[config.mk]
export PLATFORM = sky130hd
export DESIGN_NAME = fwd_hazard_ctrl
export DESIGN_NICKNAME = d
export VERILOG_FILES = /design/src/rtl/cpu_pkg.sv /design/src/rtl/fwd_sel.sv /design/src/rtl/fwd_hazard_ctrl.sv
export SDC_FILE = /design/constraint.sdc
export NUM_CORES = 1
export LEC_CHECK = 0
export BUFFER_PORTS_ARGS = -buffer_cell sky130_fd_sc_hd__buf_2
export CORE_ASPECT_RATIO = 1.25
export CORE_MARGIN = 2
export CORE_UTILIZATION = 40
export CTS_BUF_LIST = sky130_fd_sc_hd__clkbuf_8
export CTS_CLUSTER_DIAMETER = 150
export CTS_CLUSTER_SIZE = 10
export DETAILED_ROUTE_END_ITERATION = 16
export HOLD_SLACK_MARGIN = 0.05
export PLACE_DENSITY_LB_ADDON = 0.25
export SETUP_SLACK_MARGIN = 0.02
export SLEW_MARGIN = 40
export SYNTH_ARGS = -nofsm -noshare
export SYNTH_HDL_FRONTEND = slang
export SYNTH_HIERARCHICAL = 1
export SYNTH_SLANG_ARGS = --single-unit
[constraint.sdc]
create_clock -name clk -period 2.7 [get_ports clk]
set_input_delay 0.54 -clock clk [delete_from_list [all_inputs] [get_ports clk]]
set_output_delay 0.54 -clock clk [all_outputs]
set_load 0.005 [all_outputs]
[src/rtl/cpu_pkg.sv]
// Shared pipeline definitions: forward-select encodings, register index width,
// and the per-stage destination shadow record.
package cpu_pkg;

   localparam int unsigned REG_AW = 5;

   localparam logic [1:0] FWD_REG = 2'b00;
   localparam logic [1:0] FWD_WB  = 2'b01;
   localparam logic [1:0] FWD_MEM = 2'b10;

   typedef struct packed {
      logic              v;
      logic [REG_AW-1:0] rd;
      logic              rw;
      logic              mr;
   } stage_t;

   // A used, nonzero source that matches a load sitting in EX cannot be forwarded in time.
   function automatic logic load_hit(input logic [REG_AW-1:0] src, input logic use_src,
                                     input stage_t ex);
      return use_src && (src != '0) && ex.v && ex.mr && (ex.rd == src);
   endfunction

endpackage

[src/rtl/fwd_sel.sv]
// Forward-select comparator for one operand source against the EX and MEM shadows.
// The EX producer reaches MEM during the consumer's EX cycle, so it wins over MEM.
module fwd_sel
   import cpu_pkg::*;
(
   input  logic [REG_AW-1:0] src,
   input  logic              use_src,
   input  stage_t            ex,
   input  logic              mem_v,
   input  logic [REG_AW-1:0] mem_rd,
   input  logic              mem_rw,
   output logic [1:0]        sel
);

   always_comb begin
      sel = FWD_REG;
      if (use_src && (src != '0)) begin
         // A load in EX has no data yet; that case is a stall, not a forward.
         if (ex.v && ex.rw && !ex.mr && (ex.rd == src)) begin
            sel = FWD_MEM;
         end else if (mem_v && mem_rw && (mem_rd == src)) begin
            sel = FWD_WB;
         end
      end
   end

endmodule

[src/rtl/fwd_hazard_ctrl.sv]
// Forwarding and hazard unit: shadows EX/MEM destinations, raises load-use stalls,
// applies branch flushes and registers the EX-stage operand forward selects.
module fwd_hazard_ctrl #(
   parameter int unsigned REG_AW = 5,
   parameter int unsigned CNT_W  = 16
) (
   input  logic              clk,
   input  logic              rst_n,
   input  logic              hold,
   input  logic              id_valid,
   input  logic [REG_AW-1:0] id_rs1,
   input  logic [REG_AW-1:0] id_rs2,
   input  logic [REG_AW-1:0] id_rd,
   input  logic              id_use_rs1,
   input  logic              id_use_rs2,
   input  logic              id_use_rs2_st,
   input  logic              id_reg_write,
   input  logic              id_mem_read,
   input  logic              ex_branch_taken,
   output logic [1:0]        ForwardA,
   output logic [1:0]        ForwardB,
   output logic [1:0]        ForwardS,
   output logic              stall,
   output logic              flush_if_id,
   output logic              bubble_ex,
   output logic [CNT_W-1:0]  load_use_cnt
);

   import cpu_pkg::*;

   stage_t             ex_q, ex_d;
   logic               mem_v_q, mem_rw_q;
   logic [REG_AW-1:0]  mem_rd_q;
   logic [1:0]         fwd_a_q, fwd_b_q, fwd_s_q;
   logic [1:0]         sel_a, sel_b, sel_s;
   logic [CNT_W-1:0]   cnt_q;
   logic               load_use;

   always_comb begin
      ex_d    = '0;
      ex_d.v  = id_valid;
      ex_d.rd = id_rd;
      ex_d.rw = id_reg_write;
      ex_d.mr = id_mem_read;
   end

   assign load_use = id_valid &&
                     (load_hit(id_rs1, id_use_rs1, ex_q) ||
                      load_hit(id_rs2, id_use_rs2 | id_use_rs2_st, ex_q));

   // A taken branch makes the ID instruction wrong-path, so its stall is moot.
   assign flush_if_id = ex_branch_taken;
   assign stall       = load_use && !ex_branch_taken;
   assign bubble_ex   = load_use || ex_branch_taken;

   fwd_sel u_sel_a (
      .src     (id_rs1),
      .use_src (id_use_rs1),
      .ex      (ex_q),
      .mem_v   (mem_v_q),
      .mem_rd  (mem_rd_q),
      .mem_rw  (mem_rw_q),
      .sel     (sel_a)
   );

   // ForwardB must stay 00 when the immediate is selected, or it overrides the immediate.
   fwd_sel u_sel_b (
      .src     (id_rs2),
      .use_src (id_use_rs2),
      .ex      (ex_q),
      .mem_v   (mem_v_q),
      .mem_rd  (mem_rd_q),
      .mem_rw  (mem_rw_q),
      .sel     (sel_b)
   );

   fwd_sel u_sel_s (
      .src     (id_rs2),
      .use_src (id_use_rs2_st),
      .ex      (ex_q),
      .mem_v   (mem_v_q),
      .mem_rd  (mem_rd_q),
      .mem_rw  (mem_rw_q),
      .sel     (sel_s)
   );

   // The WB shadow is not kept: nothing forwards from it because the regfile
   // write-before-read covers distance-3 dependencies.
   always_ff @(posedge clk or negedge rst_n) begin
      if (!rst_n) begin
         ex_q     <= '0;
         mem_v_q  <= 1'b0;
         mem_rd_q <= '0;
         mem_rw_q <= 1'b0;
         fwd_a_q  <= FWD_REG;
         fwd_b_q  <= FWD_REG;
         fwd_s_q  <= FWD_REG;
         cnt_q    <= '0;
      end else if (!hold) begin
         mem_v_q  <= ex_q.v;
         mem_rd_q <= ex_q.rd;
         mem_rw_q <= ex_q.rw;
         if (bubble_ex) begin
            ex_q    <= '0;
            fwd_a_q <= FWD_REG;
            fwd_b_q <= FWD_REG;
            fwd_s_q <= FWD_REG;
         end else begin
            ex_q    <= ex_d;
            fwd_a_q <= sel_a;
            fwd_b_q <= sel_b;
            fwd_s_q <= sel_s;
         end
         cnt_q <= cnt_q + CNT_W'(stall);
      end
   end

   assign ForwardA     = fwd_a_q;
   assign ForwardB     = fwd_b_q;
   assign ForwardS     = fwd_s_q;
   assign load_use_cnt = cnt_q;

endmodule

Word level (Yosys, flattened, before mapping):

Cells that the tools add are included.

* add/sub/neg operators: 1
* equality and inequality tests: 4
* mux-type cells: 11
* bitwise operators: 1
* reduce and logical (&&, ||, !) cells: 25

Operators by type and width (number)
* 5-bit == test: 4
* 1-bit logical AND: 19
* 16-bit by 1-bit adder with 16-bit output: 1
* 2-bit 2-to-1 mux: 8
* 5-bit nonzero test: 2
* 8-bit 2-to-1 mux: 1
* 1-bit logical NOT: 2
* 1-bit logical OR: 2
* 1-bit 2-to-1 mux: 2
* 1-bit OR: 1

* register bits: 37
* logic and storage cells: 53

Logic depth before layout (Yosys ltp):

* depth after elaboration: 9
* mapped depth: 11
* depth with buffers taken out: 10

Modules after synthesis:

Netlist, hierarchy kept.

Modules (own cells, without submodules)
* fwd_hazard_ctrl: times used 1, cells an instance 158, area an instance 1796.7 um^2
* fwd_sel: times used 3, cells an instance 19, area an instance 153.9 um^2

Least setup slack after synthesis:

No wires, ideal clock.

* path type: input to register
* from: input id_rs2[2]
* to: register cnt_q[11], in the netlist load_use_cnt[11]
* setup time: 79 ps
* data arrival time: 2887 ps
* slack: -266 ps
* cell stages on the path: 10
* buffers on the path: 1
* cells stage by stage: xor2_1 -> or4_4 -> nor4b_4 -> buf_6 -> o21ba_1 -> ha_1 -> nand4b_1 -> nor3_1 -> and3_1 -> xor2_1

* cells in the longest elaborated chain, start to end: 9

RTL lines
* from (decl): RTL line fwd_hazard_ctrl.sv:12 `input logic [REG_AW-1:0] id_rs2,`
* 5-bit nonzero test: RTL line cpu_pkg.sv:21 `return use_src && (src != '0) && ex.v && ex.mr && (ex.rd == src);`
* 1-bit logical AND (3 in a row): RTL line cpu_pkg.sv:21
* 1-bit logical AND *: RTL line cpu_pkg.sv:21
* 1-bit logical OR *: RTL line fwd_hazard_ctrl.sv:48 `(load_hit(id_rs1, id_use_rs1, ex_q) ||`
* 1-bit logical AND *: RTL line fwd_hazard_ctrl.sv:47 `assign load_use = id_valid &&`
* 1-bit logical AND *: RTL line fwd_hazard_ctrl.sv:53 `assign stall = load_use && !ex_branch_taken;`
* via stall: RTL line fwd_hazard_ctrl.sv:23 `output logic stall,`
* 16-bit by 1-bit adder with 16-bit output *: RTL line fwd_hazard_ctrl.sv:114 `cnt_q <= cnt_q + CNT_W'(stall);`
* to (signal assigned): RTL line fwd_hazard_ctrl.sv:114
* to (decl): RTL line fwd_hazard_ctrl.sv:36 `logic [CNT_W-1:0] cnt_q;`

The timed path passes the listed nets; every way through them passes the cells marked *.
A chain may end at the register's enable or synchronous reset.

Final worst setup path:

* from: register ex_q[2] (netlist name)
* to: output stall

* cells in the longest elaborated chain, start to end: 5

RTL lines
* from (decl): RTL line fwd_hazard_ctrl.sv:31 `stage_t ex_q, ex_d;`
* from (signal assigned): RTL line fwd_hazard_ctrl.sv:91 `ex_q <= '0;`
* from (signal assigned): RTL line fwd_hazard_ctrl.sv:104 `ex_q <= '0;`
* from (signal assigned): RTL line fwd_hazard_ctrl.sv:109 `ex_q <= ex_d;`
* 5-bit == test: RTL line cpu_pkg.sv:21
* 1-bit logical AND: RTL line cpu_pkg.sv:21
* 1-bit logical OR *: RTL line fwd_hazard_ctrl.sv:48
* 1-bit logical AND *: RTL line fwd_hazard_ctrl.sv:47
* 1-bit logical AND *: RTL line fwd_hazard_ctrl.sv:53
* to (decl): RTL line fwd_hazard_ctrl.sv:23

Every way passes the cells marked *; elsewhere a longest branch is shown, timed or not.

==> summary.md <==
| Metric | Value |
|---|---|
| Die footprint | 6270 um2 |
| Clock power frac | 0.378 |
| Most frequent cell after synthesis | dfrtp_1 |
| FMAX | 379 MHz |
| Site Rows | 30 |
| Data required, critical path | 2.16 ns |
| Crit start category | register |
| Endpoints failing hold | 0 |
| WS Path Type | register to output port |
| Sw frac | 0.258 |
| CTS tree | yes |
| Gr ovfl total | 0 |
| Int Pwr | 0.000979 W |
| Initial antenna violation count | 0 |
| # placed instances | 344 |
| Antenna Cells | 0 |
| Net switching power | 0.000340 W |
| Final net count | 316 |
| Via/cell ratio | 5.28 |
| DRT Wirelength | 5.42 mm |
| Crit path max-delay cell type | or4_4 |
| Initial Utilization | 0.415 |
| Avg Inst Size Synth | 10.5 um2 |
| Critical Path End Type | output port |
| Synthesis-stage register bit count | 37 |
| Post-DP HPWL | 4.10 mm |
| Min Tclk post-route | 2.64 ns |
| CTS buffer count | 5 |
| Clk pin slew, worst setup/hold paths | 0.08 ns |
| Area leader, netlist | dfrtp_1 |
| Outcome | finished clean |
| Core area | 5440 um2 |
| Share of the synthesized area in the top cell type | 0.410 |
| GRT Resource Usage Total | 0.190 |
| Synth Warn # | 6 |
| DRC violations left | 0 |
| Synth area leaders | dfrtp_1 (41%), xnor2_1 (10%), xor2_1 (9.7%) |
| Max Cap Viol | 0 |
| Routed Antenna Nets | 0 |
| Total area of sequential cells | 927 um2 |
| Setup violators final | 0 |
| DIE HEIGHT | 88.0 um |
| DRC marker count from the first detailed-route iteration | 49 |
| Min Hold Slack | 0.209 ns |
| Critical path peak fanout | 2 |
| Layout Cells excl Fill | 354 |
| Multi-input gate area | 1360 um2 |
| Clock Path Buffers | 2 |
| Seq/Total Area, Yosys | 0.410 |
| DR vias | 1,869 |
| Slowest stage delay, CP | 0.49 ns |
| CTS Root Cell | clkbuf_8 |
| # clock sinks | 37 |
| Cell Chain, Critical Path | xor2_1, or4_4, nor4b_4, o21ba_4, buf_4, buf_2 |
| Synthesis-to-finish area growth | 29.9% |
| Layout cells sized above 1 | 0.424 |
| Share of power burned in registers | 0.457 |
| Die width | 71.2 um |
| Initial DRT Pass Iterations | 4 |
| Mapped Cells | 215 |
| Placer Congestion | 0.867 |
| Fillers | 486 |
| Post-synth EDFFs | 0 |
| Max-slew headroom | 0.567 |
| Synth top cells by count | dfrtp_1 (37), xnor2_1 (27), xor2_1 (25) |
| CTS Hold Bufs | 0 |
| Port bufs | 49 |
| Post-synth design cell area | 2260 um2 |
| Global-route wire length before repair | 9.20 mm |
| Async S/R FF share, synth | 1.00 |
| Mapped Nets | 242 |
| Fin crit share | 0.977 |
| RSZ-0062 raised after global routing | yes |
| Crit path buf inv count | 2 |
| Worst-Skew Late Latency | 0.29 ns |
| Power Density | 450 nW/um2 |
| Type of the most critical hold path | input pin to async pin |
| Count of cell types in the netlist | 35 |
| Max-slew violations | 0 |
| Largest net degree at the start of global routing | 42 |
| Routed len/inst | 15.3 um |
| Worst slew pin tran | 0.650 ns |
| Clock skew | 0.00691 ns |
| Gate power share | 0.165 |
| Pleak | 1.40 nW |
| Number of global-route vias before repair | 1,912 |
| H-tree levels | 2 |
| CP delay by family, top | simple AND/OR/NAND/NOR gates |
| Top FF cell, synth | dfrtp_1 |
| Critical Path AT | 2.10 ns |
| Final Core Density | 0.539 |
| IO Pins | 50 |
| VDD IR-drop max | 0.000221 V |
[cell type report]
class / instances / share of cell area
Inverter: 1 / 0.00128
Clock buffer: 6 / 0.0282
Sequential cell: 37 / 0.316
Tap cell: 64 / 0.0273
Clock inverter: 2 / 0.0115
Timing Repair Buffer: 75 / 0.152
Multi-Input combinational cell: 169 / 0.463
[repair_timing]
action | CTS | global route
endpoints found under the hold margin | 0 | 0
setup buffers | 2 | 0
endpoints found under the setup margin | 2 | 3
resized for setup | 2 | 4
pin swaps | 1 | 1
[worst paths after layout]
kind | start | endpoint | slack [ns] | cells past startpoint
min in group clk | load_use_cnt[15] | load_use_cnt[15] | 0.47 | 1
worst min-delay path | rst_n | load_use_cnt[13] | 0.21 | 1
max in group asynchronous | rst_n | ex_q[2] | 2.13 | 1
worst max-delay path | ex_q[2] | stall | 0.06 | 6
worst max register to register | ex_q[2] | load_use_cnt[11] | 0.18 | 9
worst min register to register | load_use_cnt[15] | load_use_cnt[15] | 0.47 | 1
[routing by layer]
| metal | GRT usage | routed length [um] | up-vias |
|---|---|---|---|
| met3 | 0.0380 | 207 | 8 |
| met1 | 0.218 | 2290 | 896 |
| met5 | 0 | 0 | - |
| li1 | - | - | 920 |
| met4 | 0.0549 | 87 | 0 |
| met2 | 0.354 | 2830 | 45 |
[registers in the layout (all words and copies together), names as in the netlist]
signal and flops:
ForwardA 2, ForwardB 2, ForwardS 2, ex_q 8, load_use_cnt 16, mem_rd_q 5
mem_rw_q 1, mem_v_q 1
[metrics by stage]
stage	worst slack (ns)	total power (W)	setup TNS, ns	cell area, um2
after floorplan	-0.183	0.000726	-0.800	2300
after global placement	-0.0399	0.000823	-0.0776	2770
after detailed placement	-0.0546	0.000827	-0.154	2770
after CTS	0.0359	0.00133	0	2910
after global routing	-0.00612	0.00138	-0.00612	2930
final	0.0611	0.00132	0	2930
[power groups by stage]
stage / Combinational [W] / Sequential, W / Clock [W]
finish: 0.000218 / 0.000603 / 0.000499
global route: 0.000241 / 0.000608 / 0.000528
CTS: 0.000217 / 0.000603 / 0.000510
detailed placement: 0.000213 / 0.000615 / 0
global placement: 0.000209 / 0.000614 / 0
floorplan: 0.000110 / 0.000616 / 0
[cells in the final DEF, fill, tap and decap left out, types with 2 or more instances in the layout]
master	count
buf_2	48
dfrtp_1	36
xnor2_1	27
buf_4	26
xor2_1	25
nand2_1	23
o31ai_1	14
or3b_2	13
mux2_2	9
nand4_1	8
clkbuf_8	6
or4_4	5
nand3_1	5
nor2_1	4
nor4_1	4
and3_1	3
nor4_2	3
o21ai_1	3
nor3_1	3
o211a_1	3
inv_1	2
nand4b_1	2
ha_4	2
[cell families after synthesis]
family | synth area share
simple gates | 0.234
xor+xnor | 0.202
flops | 0.410
compound gates | 0.0781
buf+inv | 0.0205
mux | 0.0449
fa+ha+maj | 0.0111
No activity file was read; power rests on OpenSTA's default activity.
